## config.mk

```make
export PLATFORM = sky130hd
export DESIGN_NAME = write_bus_arbiter
export DESIGN_NICKNAME = d
export VERILOG_FILES = /design/src/rtl/write_bus_pkg.sv /design/src/rtl/write_bus_arbiter_rr_pick.sv /design/src/rtl/write_bus_arbiter.sv
export SDC_FILE = /design/constraint.sdc
export NUM_CORES = 1
export LEC_CHECK = 0
export CAP_MARGIN = 5
export CORE_MARGIN = 2
export CORE_UTILIZATION = 33
export CTS_CLUSTER_SIZE = 30
export DETAILED_ROUTE_END_ITERATION = 7
export PLACE_DENSITY = 0.8
export SYNTH_ARGS = -nofsm -noshare
export SYNTH_HDL_FRONTEND = slang
export SYNTH_SLANG_ARGS = --single-unit
```

## constraint.sdc

```tcl
create_clock -name clk -period 1.5 [get_ports clk]
set_input_delay 0.15 -clock clk [delete_from_list [all_inputs] [get_ports clk]]
set_output_delay 0.15 -clock clk [all_outputs]
set_load 0.02 [all_outputs]
```

## src/rtl/write_bus_pkg.sv

```systemverilog
// write_bus_pkg: shared FSM states, requester indices and defaults for write_bus_arbiter
package write_bus_pkg;
  typedef enum logic [1:0] {IDLE, GRANT, OWN, RELEASE} state_t;
  localparam logic [1:0] REQ_FW = 2'd0, REQ_ETH = 2'd1, REQ_RT = 2'd2;
  localparam int DEF_TIMEOUT_CYCLES = 1024;
  function automatic logic [1:0] rr_next(input logic [1:0] i);
    return i == REQ_FW ? REQ_ETH : i == REQ_ETH ? REQ_RT : REQ_FW;
  endfunction
endpackage

```

## src/rtl/write_bus_arbiter_rr_pick.sv

```systemverilog
// rr_pick: combinational 3-way round-robin picker starting after last_owner
module rr_pick
  import write_bus_pkg::*;
(
  input  logic [2:0] req,
  input  logic [2:0] mask,
  input  logic [1:0] last_owner,
  output logic [1:0] winner,
  output logic       valid
);
  logic [2:0] eff;
  logic [1:0] p0, p1, p2;
  always_comb begin
    eff = req & ~mask;
    p0 = rr_next(last_owner);
    p1 = rr_next(p0);
    p2 = rr_next(p1);
    winner = eff[p0] ? p0 : eff[p1] ? p1 : p2;
    valid = |eff;
  end
endmodule

```

## src/rtl/write_bus_arbiter.sv

```systemverilog
// write_bus_arbiter: round-robin owner of the board register write bus.
// Define WBA_TIMEOUT_EN to bound ownership to TIMEOUT_CYCLES OWN cycles.
module write_bus_arbiter
  import write_bus_pkg::*;
#(
  parameter int TIMEOUT_CYCLES = DEF_TIMEOUT_CYCLES
) (
  input  logic        clk,
  input  logic        reset,
  input  logic [2:0]  req,
  input  logic [2:0]  reg_wen_in,
  input  logic [2:0]  block_wen_in,
  input  logic [2:0]  block_wstart_in,
  input  logic [23:0] reg_waddr_in,
  input  logic [95:0] reg_wdata_in,
  output logic [2:0]  grant,
  output logic        reg_wen,
  output logic        block_wen,
  output logic        block_wstart,
  output logic [7:0]  reg_waddr,
  output logic [31:0] reg_wdata,
  output logic        bus_busy,
  output logic        timeout_err
);
  state_t state;
  logic [1:0] owner, last_owner, winner;
  logic [2:0] mask;
  logic valid, expire;
  if (TIMEOUT_CYCLES < 1) $error("TIMEOUT_CYCLES must be positive");
  rr_pick u_pick (
    .req(req),
    .mask(mask),
    .last_owner(last_owner),
    .winner(winner),
    .valid(valid)
  );
`ifdef WBA_TIMEOUT_EN
  localparam int CW = $clog2(TIMEOUT_CYCLES + 1);
  logic [CW-1:0] cnt;
  assign expire = state == OWN && req[owner] && cnt == CW'(TIMEOUT_CYCLES - 1);
  // a timed-out requester stays masked until it lets go of req
  always_ff @(posedge clk)
    if (reset) begin
      cnt <= '0;
      mask <= '0;
      timeout_err <= 1'b0;
    end else begin
      cnt <= state == OWN ? cnt + 1'b1 : '0;
      mask <= (mask & req) | (expire ? 3'b001 << owner : 3'b000);
      timeout_err <= expire;
    end
`else
  assign expire = 1'b0;
  assign mask = '0;
  assign timeout_err = 1'b0;
`endif
  always_ff @(posedge clk)
    if (reset) begin
      state <= IDLE;
      owner <= REQ_FW;
      last_owner <= REQ_RT;
      grant <= '0;
      reg_wen <= 1'b0;
      block_wen <= 1'b0;
      block_wstart <= 1'b0;
      reg_waddr <= '0;
      reg_wdata <= '0;
      bus_busy <= 1'b0;
    end else
      case (state)
        IDLE: if (valid) begin
          owner <= winner;
          state <= GRANT;
          bus_busy <= 1'b1;
        end
        GRANT: begin
          grant <= 3'b001 << owner;
          state <= OWN;
        end
        OWN: begin
          reg_wen <= reg_wen_in[owner];
          block_wen <= block_wen_in[owner];
          block_wstart <= block_wstart_in[owner];
          reg_waddr <= reg_waddr_in[{owner, 3'd0} +: 8];
          reg_wdata <= reg_wdata_in[{owner, 5'd0} +: 32];
          if (!req[owner] || expire) begin
            grant <= '0;
            last_owner <= owner;
            state <= RELEASE;
          end
        end
        default: begin
          reg_wen <= 1'b0;
          block_wen <= 1'b0;
          block_wstart <= 1'b0;
          bus_busy <= 1'b0;
          state <= IDLE;
        end
      endcase
endmodule

```

# After elaboration in Yosys (flattened, before gate mapping)
# Cells that the tools add are included.
# classes
eq_ne	7
order_cmp	3
mux	30
shift	3
bitwise	2
reduce_logical	13
# op_table
operator	count
96-bit by 8-bit variable part select with 32-bit output	1
24-bit by 6-bit variable part select with 8-bit output	1
2-bit two-way mux	10
1-bit binary-select mux with 2-bit select	6
2-bit AND reduction	5
2-bit by 3-bit < comparator with 1-bit output, second input constant	3
2-bit by 1-bit equality test with 1-bit output, second input constant	4
2-bit zero test	4
1-bit case mux with 2 select lines	4
1-bit two-way mux	7
2-bit case mux with 3 select lines	1
3-bit case mux with 2 select lines	1
2-bit OR reduction	2
3-bit two-way mux	1
3-bit OR reduction	1
1-bit by 2-bit << shifter with 3-bit output, first input constant	1
2-bit equality test, second input constant	1
2-bit by 1-bit inequality test with 1-bit output, second input constant	1
2-bit inequality test, second input constant	1
1-bit inverter	2
2-bit nonzero test	1
# totals
regBits	53

# Logic depth before layout (Yosys ltp)
# logic_depth
depth_word	11
mapped_depth	8

# Cells and area by module
# From an unflattened synthesis, not the netlist that was laid out.
# unflattened
cells_unflattened	315
hier_area_um2	2847.7
# by_module_without_submodules
module	seq_area_each_um2	area_per_inst_um2	cells_per_inst	instances
write_bus_arbiter	1061.0	2771.4	305	1
rr_pick	0.0	76.3	10	1

# Worst setup path before layout
# Ideal clock, no wire load.
# synth_timing
kind	register to register
start	reg state[0]
end	reg reg_wdata[29]
arrival_ns	1.352
n_path_buf	3
path_slack_ns	0.070
t_required_ns	1.422
setup_time_ns	0.078
synth_period_minus_slack_ns	1.430
stages_incl_launch_ff	9
cell_sequence	dfxtp_1 -> inv_1 -> ha_1 -> buf_2 -> inv_1 -> buf_2 -> buf_2 -> a211oi_1 -> nor3_1
# synth_via
elab_chain_cells	1
# synth_lines
element	line	text
start: declaration	write_bus_arbiter.sv:25	state_t state;
start signal: assignment	write_bus_arbiter.sv:59	state <= IDLE;
start signal: assignment	write_bus_arbiter.sv:73	state <= GRANT;
start signal: assignment	write_bus_arbiter.sv:78	state <= OWN;
2-bit equality test	write_bus_arbiter.sv:70	case (state)
end signal: assignment	write_bus_arbiter.sv:85	reg_wdata <= reg_wdata_in[{owner, 5'd0} +: 32];
end: declaration	write_bus_arbiter.sv:21	output logic [31:0] reg_wdata,
# Every way passes these cells.
# A chain may end at the register's enable or synchronous reset.

# Worst setup path after layout
# layout_timing
start	reg owner[0]
end	reg reg_wdata[17]
# layout_via
elab_chain_cells	1
# layout_lines
element	line	text
start: declaration	write_bus_arbiter.sv:26	logic [1:0] owner, last_owner, winner;
start signal: assignment	write_bus_arbiter.sv:72	owner <= winner;
96-bit by 8-bit variable part select with 32-bit output	write_bus_arbiter.sv:85	
# Every way passes these cells.

==> results.py <==
metrics = {
    "power": {
        "p_sw_w": 0.00327,
        "cellPowerDensity_nw_per_um2": 1570,
        "sw_frac_of_total": 0.415,
        "total_leakage_power_nw": 1.88,
        "p_clk_frac": 0.097,
        "pwr-share-seq": 0.286,
        "ir_drop_mv": 0.653,
        "power_frac_comb": 0.616,
        "p_int_w": 0.00461,
        "total_power_w": 0.00788,
    },
    "sta": {
        "finalSetupViolCount": 0,
        "report.final.hold_viol_count": 0,
        "drv_slew": 0,
        "max_freq_ghz": 0.678,
        "min_period_over_period": 0.983,
        "fin_worst_skew_ns": 0.0119,
        "period_minus_slack_ns": 1.48,
    },
    "floorplan": {
        "rows": 34,
        "die_y_um": 97.4,
        "core_area_um2": 8590,
        "ios": 182,
        "die_w_um": 97.4,
        "initial_core_util": 0.335,
        "die-area_um2": 9480,
    },
    "synth": {
        "syn_nets": 491,
        "yosys_warnings": 0,
        "syn_area_per_cell_um2": 8.13,
        "synthCells": 354,
        "synthDistinctLibCells": 32,
        "synth-seq-cells": 53,
        "syn-cell-area_um2": 2880,
        "yosysSeqAreaShare": 0.369,
    },
    "clocking": {
        "worstSkewPairLatency_ns": 0.30,
        "cts.path.max_buffers": 2,
        "cts.reportedPaths.clkPinSlew_ns": 0.10,
        "hold_buffers": 0,
        "cts_tree": "built",
        "cts-buffers-inserted": 5,
        "h-tree-depth": 2,
        "cts.sinks": 53,
        "cts-root-buf": "clkbuf_8",
    },
    "grt": {
        "grt_pass1_wl_um": 15300,
        "grt_pass1_vias": 3243,
        "grt_max_degree": 28,
        "grt_overflow": 0,
        "antenna_found_initial": 0,
        "track_usage": 0.192,
    },
    "detailed_routing": {
        "routed_via_density": 5.06,
        "drt_first_iter_violations": 77,
        "post_drt_wl_per_cell_um": 15.0,
        "drt-total-wl_um": 9570,
        "drc": 0,
        "drt_first_pass_iters": 4,
        "vias": 3241,
        "antenna_left": 0,
    },
    "setup_path": {
        "cp-start-kind": "flip-flop",
        "cp_cell_sequence": "buf_12, buf_4, mux2i_1, nor2_1, a211oi_1, nor3_1",
        "cpPeakStageDelay_ns": 0.43,
        "path_class": "flip-flop to flip-flop",
        "crit_path_top_delay_cell": "dfxtp_4",
        "cp.required_ns": 1.69,
        "crit_path_end_kind": "flip-flop",
        "path_max_fanout": 14,
        "cp.arrival_ns": 1.67,
    },
    "placement": {
        "placed_cell_area_um2": 4820,
        "hpwl_um": 7280,
        "portBuffers": 180,
        "gp_congestion": 0.754,
    },
    "outcome": {
        "status": "finished clean",
    },
    "cells_and_area": {
        "area_delta_synth_final_pct": 74.7,
        "layout_common_cells": "clkdlybuf4s50_1, nor2_1, dfxtp_1, mux2i_1, nor3_1",
        "nNetsFinal": 668,
        "mostFrequentLayoutCell": "clkdlybuf4s50_1",
        "design_area_um2": 5030,
        "diodes": 0,
        "drive_above_1_share": 0.0846,
        "nFillCells": 770,
        "final_util": 0.585,
    },
    "min_path": {
        "hold_class": "input pin to flip-flop",
    },
    "flow_run": {
        "drv_cap": 0,
    },
}
-- power by group through the flow --
stage	combinational, W	sequential (W)	clock (W)
after floorplan	0.00227	0.00268	0
after detailed placement	0.00457	0.00224	0
final	0.00486	0.00226	0.000768
after global routing	0.00528	0.00232	0.000844
after CTS	0.00461	0.00222	0.000796
after global placement	0.00446	0.00223	0
-- critical path: cells and delay by family (launching register included) --
family,cells,cell delay (ns)
compound gates,1,0.23
buf+inv,2,0.30
flops,1,0.43
mux,1,0.25
simple gates,2,0.15
-- flip-flops by register name, summed over array words and instances, names as in the netlist --
signal	count
block_wen	1
block_wstart	1
bus_busy	1
grant	3
last_owner	2
owner	2
reg_waddr	8
reg_wdata	32
reg_wen	1
state	2
-- Yosys cell counts (all sizes together) --
library cell / n / area share
nor2: 89 / 0.12
or3: 1 / 0.0022
a211oi: 40 / 0.10
o21a: 1 / 0.0026
conb: 1 / 0.0013
mux2i: 46 / 0.16
and3: 1 / 0.0022
nand3b: 1 / 0.0026
o2bb2ai: 3 / 0.0091
nor2b: 2 / 0.0043
o21ai: 6 / 0.010
buf: 21 / 0.051
nand4b: 1 / 0.0030
a21oi: 8 / 0.014
o311ai: 1 / 0.0030
a31oi: 1 / 0.0022
a22o: 2 / 0.0061
a211o: 1 / 0.0030
nand2: 1 / 0.0013
nand3: 3 / 0.0052
dfxtp: 53 / 0.37
nor3: 43 / 0.075
nand2b: 3 / 0.0065
clkbuf: 14 / 0.018
o211ai: 1 / 0.0026
a22oi: 1 / 0.0026
a32oi: 1 / 0.0030
inv: 5 / 0.0065
ha: 3 / 0.013
-- routing by layer --
layer / GRT usage / wire length, um / part of all wire
met1: 0.218 / 3810 / 0.40
met2: 0.353 / 4870 / 0.51
met3: 0.0504 / 686 / 0.072
met4: 0.0545 / 202 / 0.021
met5: 0 / 0 / 0
-- final cells by class --
type,instances,area (um^2),area share
multi-input combinational,261,1670,0.333
inverter,5,18.8,0.00373
clock buffer,6,72.6,0.0144
sequential,53,1070,0.213
tap,108,135,0.0269
timing repair buffer,205,2050,0.407
clock inverter,2,10.0,0.00199
-- worst paths after layout --
path,from,slack (ns),cells after the start,to
min,reset,0.23,2,last_owner[0]
max,owner[0],0.02,6,reg_wdata[17]
max reg2reg,owner[0],0.02,6,reg_wdata[17]
min reg2reg,reg_wdata[28],0.48,2,reg_wdata[28]
-- repair_timing --
| item | CTS | global route |
|---|---|---|
| endpoints found under the setup margin | 2 | 40 |
| setup buffers | 0 | 5 |
| pin swaps | 0 | 2 |
| resized for setup | 2 | 16 |
| gates cloned | 0 | 0 |
-- cells by family after synthesis --
group           after synthesis  synth area share
simple gates                145             0.218
compound gates               66             0.163
flops                        53             0.369
mux                          46             0.160
buf+inv                      40            0.0756
fa+ha+maj                     3            0.0130
other cells                   1           0.00130
-- metrics by stage --
| stage | worst slack, ns | cells | hold slack [ns] | TNS [ns] |
|---|---|---|---|---|
| 6_report | 0.0249 | 640 | 0.234 | 0 |
| 5_1_grt | -0.0406 | 640 | 0.259 | -0.0556 |
| 4_1_cts | 0.00713 | 635 | 0.220 | 0 |
| 3_5_place_dp | -0.0272 | 627 | 0.467 | -0.0464 |
| 3_3_place_gp | 0.0484 | 627 | 0.463 | 0 |
| 2_1_floorplan | 0.0701 | 354 | 0.356 | 0 |
(Power assumes the default switching activity.)
